File: src/rtl/fetch_pkg.sv
// ============================================================================
// Module      : fetch_pkg
// Description : Shared constants, state type and decode helper for fetch.
// Revision    : 1.0
// ============================================================================
`default_nettype none

package fetch_pkg;

  localparam logic [15:0] NOP_INSTR       = 16'h0000;
  localparam logic [1:0]  TWO_WORD_PREFIX = 2'b11;
  localparam int          PREFIX_HI       = 15;
  localparam int          PREFIX_LO       = 14;

  typedef enum logic [0:0] {
    FETCH_OP  = 1'b0,
    FETCH_IMM = 1'b1
  } fetch_state_t;

  // An opcode word whose top two bits carry the prefix is followed by an immediate word.
  function automatic logic is_two_word(input logic [15:0] word);
    return (word[PREFIX_HI:PREFIX_LO] == TWO_WORD_PREFIX);
  endfunction

endpackage

`default_nettype wire

File: src/rtl/if_id_reg.sv
// ============================================================================
// Module      : if_id_reg
// Description : Pipeline register with flush (bubble) > hold > load priority.
// Revision    : 1.0
// ============================================================================
`default_nettype none

module if_id_reg
  import fetch_pkg::*;
#(
  parameter int DATA_W = 16,
  parameter int ADDR_W = 16
) (
  input  logic              clk,
  input  logic              rst,
  input  logic              load,
  input  logic              hold,
  input  logic              bubble,
  input  logic [DATA_W-1:0] d_instruction,
  input  logic [DATA_W-1:0] d_immediate,
  input  logic [ADDR_W-1:0] d_pc_next,
  output logic              valid,
  output logic [DATA_W-1:0] instruction,
  output logic [DATA_W-1:0] immediate,
  output logic [ADDR_W-1:0] pc_next
);

  logic              r_valid;
  logic [DATA_W-1:0] r_instruction;
  logic [DATA_W-1:0] r_immediate;
  logic [ADDR_W-1:0] r_pc_next;

  // A cycle that neither holds nor loads leaves a bubble behind.
  always_ff @(posedge clk or posedge rst) begin
    if (rst) begin
      r_valid       <= 1'b0;
      r_instruction <= DATA_W'(NOP_INSTR);
      r_immediate   <= '0;
      r_pc_next     <= '0;
    end else if (bubble) begin
      r_valid       <= 1'b0;
      r_instruction <= DATA_W'(NOP_INSTR);
      r_immediate   <= '0;
      r_pc_next     <= '0;
    end else if (hold) begin
      r_valid       <= r_valid;
      r_instruction <= r_instruction;
      r_immediate   <= r_immediate;
      r_pc_next     <= r_pc_next;
    end else if (load) begin
      r_valid       <= 1'b1;
      r_instruction <= d_instruction;
      r_immediate   <= d_immediate;
      r_pc_next     <= d_pc_next;
    end else begin
      r_valid       <= 1'b0;
      r_instruction <= DATA_W'(NOP_INSTR);
      r_immediate   <= '0;
      r_pc_next     <= '0;
    end
  end

  assign valid       = r_valid;
  assign instruction = r_instruction;
  assign immediate   = r_immediate;
  assign pc_next     = r_pc_next;

endmodule

`default_nettype wire

File: src/rtl/fetch_stage.sv
// ============================================================================
// Module      : fetch_stage
// Description : Owns the PC, addresses imem and assembles one/two-word
//               instructions into the IF/ID register.
// Revision    : 1.0
// ============================================================================
`default_nettype none

module fetch_stage
  import fetch_pkg::*;
#(
  parameter int                DATA_W   = 16,
  parameter int                ADDR_W   = 16,
  parameter logic [ADDR_W-1:0] RESET_PC = '0
) (
  input  logic              clk,
  input  logic              rst,
  output logic [ADDR_W-1:0] imem_addr,
  input  logic [DATA_W-1:0] imem_data,
  input  logic              stall,
  input  logic              redirect,
  input  logic [ADDR_W-1:0] redirect_pc,
  output logic              if_id_valid,
  output logic [DATA_W-1:0] if_id_instruction,
  output logic [DATA_W-1:0] if_id_immediate,
  output logic [ADDR_W-1:0] if_id_pc_next
);

  fetch_state_t      r_state;
  fetch_state_t      w_next_state;
  logic [ADDR_W-1:0] r_pc;
  logic [ADDR_W-1:0] w_pc_inc;
  logic [DATA_W-1:0] r_op_hold;
  logic              w_two_word;
  logic              w_load;
  logic [DATA_W-1:0] w_d_instruction;
  logic [DATA_W-1:0] w_d_immediate;

  assign imem_addr  = r_pc;
  assign w_pc_inc   = r_pc + ADDR_W'(1);
  assign w_two_word = is_two_word(imem_data[15:0]);

  always_ff @(posedge clk or posedge rst) begin
    if (rst) begin
      r_state <= FETCH_OP;
    end else begin
      r_state <= w_next_state;
    end
  end

  always_comb begin
    w_next_state = r_state;
    if (redirect) begin
      w_next_state = FETCH_OP;
    end else if (!stall) begin
      case (r_state)
        FETCH_OP:  w_next_state = w_two_word ? FETCH_IMM : FETCH_OP;
        FETCH_IMM: w_next_state = FETCH_OP;
        default:   w_next_state = FETCH_OP;
      endcase
    end
  end

  // In FETCH_IMM the current word is always data, whatever its prefix bits.
  always_comb begin
    w_load          = 1'b0;
    w_d_instruction = DATA_W'(NOP_INSTR);
    w_d_immediate   = '0;
    case (r_state)
      FETCH_OP: begin
        if (!w_two_word) begin
          w_load          = 1'b1;
          w_d_instruction = imem_data;
        end
      end
      FETCH_IMM: begin
        w_load          = 1'b1;
        w_d_instruction = r_op_hold;
        w_d_immediate   = imem_data;
      end
      default: begin
        w_load = 1'b0;
      end
    endcase
  end

  always_ff @(posedge clk or posedge rst) begin
    if (rst) begin
      r_pc      <= RESET_PC;
      r_op_hold <= '0;
    end else if (redirect) begin
      r_pc      <= redirect_pc;
      r_op_hold <= '0;
    end else if (!stall) begin
      r_pc <= w_pc_inc;
      if (r_state == FETCH_OP && w_two_word) begin
        r_op_hold <= imem_data;
      end
    end
  end

  if_id_reg #(
    .DATA_W (DATA_W),
    .ADDR_W (ADDR_W)
  ) u_if_id_reg (
    .clk           (clk),
    .rst           (rst),
    .load          (w_load),
    .hold          (stall),
    .bubble        (redirect),
    .d_instruction (w_d_instruction),
    .d_immediate   (w_d_immediate),
    .d_pc_next     (w_pc_inc),
    .valid         (if_id_valid),
    .instruction   (if_id_instruction),
    .immediate     (if_id_immediate),
    .pc_next       (if_id_pc_next)
  );

endmodule

`default_nettype wire

File: config.mk
export PLATFORM = sky130hd
export DESIGN_NAME = fetch_stage
export DESIGN_NICKNAME = d
export VERILOG_FILES = /design/src/rtl/fetch_pkg.sv /design/src/rtl/if_id_reg.sv /design/src/rtl/fetch_stage.sv
export SDC_FILE = /design/constraint.sdc
export NUM_CORES = 1
export LEC_CHECK = 0
export ABC_CLOCK_PERIOD_IN_PS = 4370
export CORE_MARGIN = 2
export CORE_UTILIZATION = 52
export DETAILED_ROUTE_END_ITERATION = 8
export PLACE_DENSITY = 0.83
export SKIP_LAST_GASP = 1
export SLEW_MARGIN = 25
export SYNTH_ARGS = -nofsm -noshare
export SYNTH_HDL_FRONTEND = slang
export SYNTH_SLANG_ARGS = --single-unit
File: constraint.sdc
create_clock -name clk -period 4.37 [get_ports clk]
set_input_delay 0.874 -clock clk [delete_from_list [all_inputs] [get_ports clk]]
set_output_delay 0.874 -clock clk [all_outputs]
set_load 0.02 [all_outputs]
==> summary.txt, run 1 <==
Outcome
  • Status: finished clean

Setup path
  • Reg2reg end: u_if_id_reg.instruction[8]
  • Startpoint types: input port
  • Worst path max stage delay: between 0.9 and 1 ns
  • Worst-path fanout max: 44
  • Reg-to-reg setup timing slack: 1.99 ns
  • Crit path kind: in2reg
  • Worst R2R Start: r_state
  • WP data required: ~4.6 ns
  • CP max-delay cell: nor2b_4
  • Worst reg2reg path depth: 3
  • CP arrival: roughly 2.9 ns
  • Cell Chain, Critical Path: clkdlybuf4s50_1, nor2b_4, nand2_1, o21ai_0
  • Crit. End Element: flop

Timing
  • Worst clock skew: slightly below 0.006 ns
  • Tmin final: ~2.7 ns
  • Final Cycle Share: 0.611
  • Final setup viols: 0
  • Setup Total Neg Slack: 0 ns
  • Actual transition at the worst max-transition pin: slightly above 1 ns
  • Hold Fails Final Rpt: 0
  • RSZ-0062 raised after global routing: no
  • Slew Viols, Final: 0
  • Fmax achieved: approximately 370 MHz
  • Max-slew headroom: 0.326

Power
  • PwrDens: ~340 nW/um^2
  • Leak Pwr: between 0.002 and 0.0025 uW
  • VDD IR-drop max: about 0.20 mV

Cells and area
  • Share of cells above drive strength 1: 0.0638
  • Finished Core Util: 0.701
  • # nets final: 502
  • P&R area growth vs syn: 32.6%
  • Number of antenna repair diodes: 0

Floorplanning
  • Chip Width: ~90 microns
  • I/O pin cnt: roughly 100
  • Die Y: 89.4 microns
  • Site Rows: 31
  • Starting Density: 0.529
  • Die area: approximately 8000 sq um
  • Core ar.: roughly 7200 sq um

Routing
  • 1st-pass router iterations: 4
  • Post-Route WL: about 9100 microns
  • DR WL/cell: between 15 and 20 microns
  • # DRC: 0
  • Drt via density: between 5 and 6
  • DR vias: between 3000 and 4000
  • Remaining antenna violation count: 0
  • Number of DRC markers in iteration 0: between 150 and 200

Logic synthesis
  • Post-Synthesis Cell Area: 3790 sq um
  • Ys Warns: 0
  • Avg Cell Area, Syn: roughly 10 sq um
  • Syn Inst Count: 380
  • Top_reg_cell synth: dfrtp_1
  • Sequential fraction of the synthesis area: 0.541
  • EDFF count, synth: 0
  • Ys async rst share: 1.00
  • Netlist cell types: 40
  • Synthesized Nets: 417
  • Top cells by area, synth: dfrtp_1 (54%), nand2_1 (7.4%), o21ai_0 (5.1%), xnor2_1 (5.1%), a22o_1 (3.7%)
  • Post-synth top area share: 0.541
  • Post-synthesis register bit count: between 80 and 90
  • Top cell type by total area after synthesis: dfrtp_1

Placed design
  • HPWL Detailed: about 6000 microns
  • Port Buf Inserts: 100
  • Final GP Congestion: roughly 0.81

GRT
  • Grt total ovfl: 0
  • First-pass GRT wire length: ~15000 microns
  • Overall routing resource usage: 0.237
  • Largest net degree at the start of global routing: 59
  • Vias in the first global route: about 3000
  • Initial antenna violation count: 0

CTS
  • TritonCTS clock tree: done
  • H-tree Lvls: 3
  • Total CTS buffers: 9
  • Post-CTS sizing: 0
  • Post-CTS Setup Inserts: 0
  • Hold-fix buffers, CTS: 0
  • Clock Latency Late Sink: 0.34 ns
  • CTS max path bufs: 2
  • CTS root buf: clkbuf_8
  • CTS sink count: 82
  • Clock transition at the registers of the reported paths: approximately 0.080 ns

Run
  • Max Cap Violations: 0

Min path
  • Hold Crit Class: reg2reg
  • Worst Hold Depth: 2
  • Worst Hold End: u_if_id_reg.instruction[12]
  • Worst Hold Launch: u_if_id_reg.instruction[12]
## cells by family after synthesis
logic type	share of synthesized area
flops	0.541
xor+xnor	0.0600
fa+ha+maj	0.00330
buf+inv	0.0379
mux	0.0370
simple gates	0.188
compound gates	0.132
## cells in the mapped netlist (all sizes together), types with 8 or more instances
cell type	instances
nor2	13
dfrtp	82
nor4	8
nor3	10
xnor2	22
mux2i	14
o21ai	39
a21oi	19
nand3	8
a22o	16
nand2	75
buf	10
nor2b	8
clkbuf	19
## stage by stage
step | total power, uW | hold slack (ns) | cell area [sq um] | cells | setup slack, ns
after floorplan | 1020 | 0.467 | 3790 | 380 | 1.39
after global placement | 1150 | 0.463 | 4810 | 553 | 1.43
after detailed placement | 1150 | 0.469 | 4810 | 553 | 1.35
after CTS | 1720 | 0.488 | 5030 | 569 | 1.69
after global routing | 1780 | 0.505 | 5030 | 569 | 1.54
final | 1710 | 0.484 | 5030 | 569 | 1.70
## report_power, final
group | internal [uW] | switching (uW)
logic | 137 | 152
clock network | 297 | 276
registers | 799 | 51.6
## registers in the layout (all words and copies together) (netlist names)
name and count:
u_if_id_reg.immediate 16, u_if_id_reg.instruction 16, r_op_hold 16, u_if_id_reg.pc_next 16, u_if_id_reg.valid 1, imem_addr 16, r_state 1
## layer usage
layer / wire, microns / track usage
met1: 3980 / 0.326
met3: 440 / 0.0397
met2: 4500 / 0.381
met5: 0 / 0
met4: 155 / 0.0855
## cell type report
class | count | area (sq um)
multi-input combinational | 265 | 1600
timing repair buffer | 103 | 1020
inverter | 4 | 16.3
fill | 538 | 2150
sequential | 82 | 2050
tap | 99 | 124
clock buffer | 11 | 151
clock inverter | 5 | 62.6
## worst max-delay path by stage
stage / from / to / slack [ns] / depth (start not counted)
floorplan: rst / imem_addr[0] / 1.39 / 1
global placement: stall / u_if_id_reg.pc_next[15] / 1.43 / 3
detailed placement: stall / u_if_id_reg.instruction[8] / 1.35 / 4
CTS: stall / u_if_id_reg.instruction[8] / 1.69 / 4
global route: redirect / u_if_id_reg.instruction[8] / 1.54 / 4
finish: stall / u_if_id_reg.instruction[8] / 1.70 / 4
## placed cells by master, fill, tap and decap left out, drive strengths merged
cell type / n
clkdlybuf4s50: 99
dfrtp: 82
nand2: 75
o21ai: 39
xnor2: 22
a21oi: 19
a22o: 16
mux2i: 14
nor2: 13
clkbuf: 11
nor3: 10
nand3: 8
nor4: 8
nor2b: 8
nand4: 6
xor2: 4
buf: 4
inv: 3
clkinv: 3
or4b: 2
o31a: 2
nand2b: 2
a221oi: 2
or3b: 2
clkinvlp: 2
and2: 1
nand3b: 1
a32o: 1
and4: 1
o2bb2ai: 1
or2: 1
or3: 1
and3b: 1
nand4b: 1
and3: 1
a221o: 1
a22oi: 1
ha: 1
bufinv: 1
## worst max-delay path, delay by kind of cell
family | cells | cell delay, ns
AO/OA/AOI/OAI | 1 | 0.14
buffers and inverters | 1 | 0.81
AND/OR/NAND/NOR | 2 | 1.08
No activity file was read; power rests on OpenSTA's default activity.
==> run 2, diff against run 1 <==
--- a/config.mk
+++ b/config.mk
@@ -5,11 +5,11 @@
 export SDC_FILE = /design/constraint.sdc
 export NUM_CORES = 1
 export LEC_CHECK = 0
-export ABC_CLOCK_PERIOD_IN_PS = 4370
+export ABC_CLOCK_PERIOD_IN_PS = 2700
 export CORE_MARGIN = 2
-export CORE_UTILIZATION = 52
+export CORE_UTILIZATION = 49
 export DETAILED_ROUTE_END_ITERATION = 8
-export PLACE_DENSITY = 0.83
+export PLACE_DENSITY = 0.79
 export SKIP_LAST_GASP = 1
 export SLEW_MARGIN = 25
 export SYNTH_ARGS = -nofsm -noshare
==> constraint.sdc (replaced) <==
create_clock -name clk -period 2.7 [get_ports clk]
set_input_delay 0.54 -clock clk [delete_from_list [all_inputs] [get_ports clk]]
set_output_delay 0.54 -clock clk [all_outputs]
set_load 0.02 [all_outputs]
==> summary.txt, run 2 (synthesis gave the netlist of run 1 again) <==
CTS
  • Clock Latency Late Sink: 0.35 ns (was 0.34 ns)
  • Clock transition at the registers of the reported paths: 0.08 ns (about the same)
  • TritonCTS clock tree: done (unchanged)
  • Post-CTS sizing: 0 (unchanged)
  • CTS max path bufs: 2 (unchanged)
  • Total CTS buffers: 9 (unchanged)
  • Post-CTS Setup Inserts: 0 (unchanged)
  • CTS sink count: 82 (unchanged)
  • Hold-fix buffers, CTS: 0 (unchanged)
  • CTS root buf: clkbuf_8 (unchanged)
  • H-tree Lvls: 3 (unchanged)

GRT
  • Met1 Use GR: 0.302 (was 0.326)
  • Largest net degree at the start of global routing: 43 (was 59)
  • Global-route met2 utilization: 0.385 (was 0.381)
  • First-pass GRT wire length: 15600 microns (was 14600 microns)
  • Initial antenna violation count: 0 (unchanged)
  • Overall routing resource usage: 0.230 (was 0.237)
  • Vias in the first global route: 3206 (was 2978)
  • M3 GR Usage: 0.0370 (was 0.0397)
  • GR peak layer: met2 (unchanged)
  • Grt total ovfl: 0 (unchanged)

Setup path
  • Worst-path fanout max: 16 (was 44)
  • Crit. End Element: flop (unchanged)
  • Crit path kind: in2reg (unchanged)
  • CP arrival: 2.39 ns (was 2.91 ns)
  • WP data required: 2.97 ns (was 4.61 ns)
  • Reg-to-reg setup timing slack: 0.80 ns (was 1.99 ns)
  • Startpoint types: input port (unchanged)

Timing
  • Final setup viols: 0 (unchanged)
  • Tmin final: between 2 and 2.5 ns
  • Actual transition at the worst max-transition pin: 0.708 ns (was 1.01 ns)
  • RSZ-0062 raised after global routing: no (unchanged)
  • Slew Viols, Final: 0 (unchanged)
  • Final Cycle Share: 0.782
  • Fmax achieved: roughly 470 MHz
  • Worst clock skew: 0.0169 ns (was 0.00586 ns)
  • Hold Fails Final Rpt: 0 (unchanged)
  • Max-slew headroom: 0.528 (was 0.326)
  • Setup Total Neg Slack: 0 ns (unchanged)
  • Final WS setup: 0.588 ns (was 1.70 ns)

Cells and area
  • Commonest non-fill, non-tap cell in the layout: clkdlybuf4s50_1 (unchanged)
  • Share of cells above drive strength 1: 0.0774 (was 0.0638)
  • Number of antenna repair diodes: 0 (unchanged)
  • # nets final: 511 (was 502)
  • Commonest non-fill, non-tap cells in the layout: clkdlybuf4s50_1 (99), dfrtp_1 (82), nand2_1 (75) (unchanged)
  • Finished Layout Cells: 580 (was 569)
  • P&R area growth vs syn: 34.6% (was 32.6%)

Placed design
  • HPWL Detailed: 6680 microns (was 6070 microns)
  • Placed insts: 565 (was 553)
  • Port Buf Inserts: 100 (unchanged)
  • Final GP Congestion: 0.814 (was 0.809)
  • DP Worst Slack: 0.265 ns (was 1.35 ns)

Power
  • Pint: 1980 uW (was 1230 uW)
  • Combinational power share: 0.178 (was 0.169)
  • VDD IR-drop max: 0.317 mV (was 0.196 mV)
  • Switching share of power: 0.282 (was 0.280)
  • PwrDens: 539 nW/um^2 (was 341 nW/um^2)
  • Sequential share of power: 0.498 (was 0.496)
  • Leak Pwr: 0.00208 uW (was 0.00203 uW)
  • Clock share of power: 0.324 (was 0.335)
  • Post-layout power: 2750 uW (was 1710 uW)
  • Net switching power: 775 uW (was 480 uW)

Run
  • Max Cap Violations: 0 (unchanged)

Floorplanning
  • Site Rows: 32 (was 31)
  • Starting Density: 0.499 (was 0.529)
  • Core ar.: 7610 sq um (was 7180 sq um)
  • Chip Width: 92.0 microns (was 89.4 microns)
  • Die Y: 92.0 microns (was 89.4 microns)
  • I/O pin cnt: 101 (unchanged)
  • Die area: 8460 sq um (was 7990 sq um)

Routing
  • DR vias: 3175 (was 3094)
  • DR WL/cell: 16.3 microns (was 16.0 microns)
  • Drt via density: 5.47 (was 5.44)
  • Post-Route WL: 9450 microns (was 9080 microns)
  • 1st-pass router iterations: 4 (unchanged)
  • Number of DRC markers in iteration 0: 217 (was 177)
  • Remaining antenna violation count: 0 (unchanged)
  • # DRC: 0 (unchanged)

Min path
  • Hold Crit Class: reg2reg (unchanged)

Outcome
  • Status: finished clean (unchanged)
-- run 2: cell count changes in the layout (fill, tap and decap cells not counted) --
cell,previous run,this run
buf_4,3,10
buf_12,0,2
clkinvlp_4,2,0
clkbuf_1,0,1
clkbuf_8,11,10
clkinv_2,1,2
-- run 2: path summary, 6_finish.rpt --
check                                             from                     endpoint  cells after the start
hold reg to reg            u_if_id_reg.instruction[10]  u_if_id_reg.instruction[10]                      2
setup reg to reg                          imem_addr[0]                imem_addr[10]                      5
setup / recovery                                 stall    u_if_id_reg.immediate[15]                      4
hold / removal             u_if_id_reg.instruction[10]  u_if_id_reg.instruction[10]                      2
max in group asynchronous                          rst       u_if_id_reg.pc_next[5]                      3
min in group asynchronous                          rst     u_if_id_reg.immediate[6]                      2
-- run 2: final cells by class --
cell class | instances | area [sq um]
clock inverters | 4 | 52.6
multi-input cells | 265 | 1600
fillers | 608 | 2500
clock buffers | 11 | 141
repair buffers | 112 | 1110
well taps | 102 | 128
inverters | 4 | 16.3
flip-flops and latches | 82 | 2050
-- run 2: worst max-delay path, cell delays in order --
cell and delay [ns]:
clkdlybuf4s50_1 0.65, nor2_1 0.32, and2_1 0.64, a22o_1 0.23
-- run 2: per-stage QoR --
stage	cell area [sq um]	hold slack (ns)	util
after detailed placement	4910	0.469	0.646
after global placement	4910	0.464	0.646
final	5100	0.482	0.671
after floorplan	3790	0.467	-
after global routing	5100	0.500	0.671
after CTS	5100	0.487	0.671
-- run 2: power by group through the flow --
stage | Combinational [uW] | Clock (uW) | Sequential (uW)
2_1_floorplan | 207 | 0 | 1440
3_3_place_gp | 482 | 0 | 1390
3_5_place_dp | 494 | 0 | 1390
4_1_cts | 496 | 900 | 1370
5_1_grt | 530 | 949 | 1380
6_report | 490 | 892 | 1370
-- run 2: routing by layer --
metal / vias to the layer above / part of all wire
met5: - / 0
met4: 0 / 0.020
met3: 14 / 0.052
met2: 105 / 0.50
met1: 1559 / 0.43
li1: 1497 / -
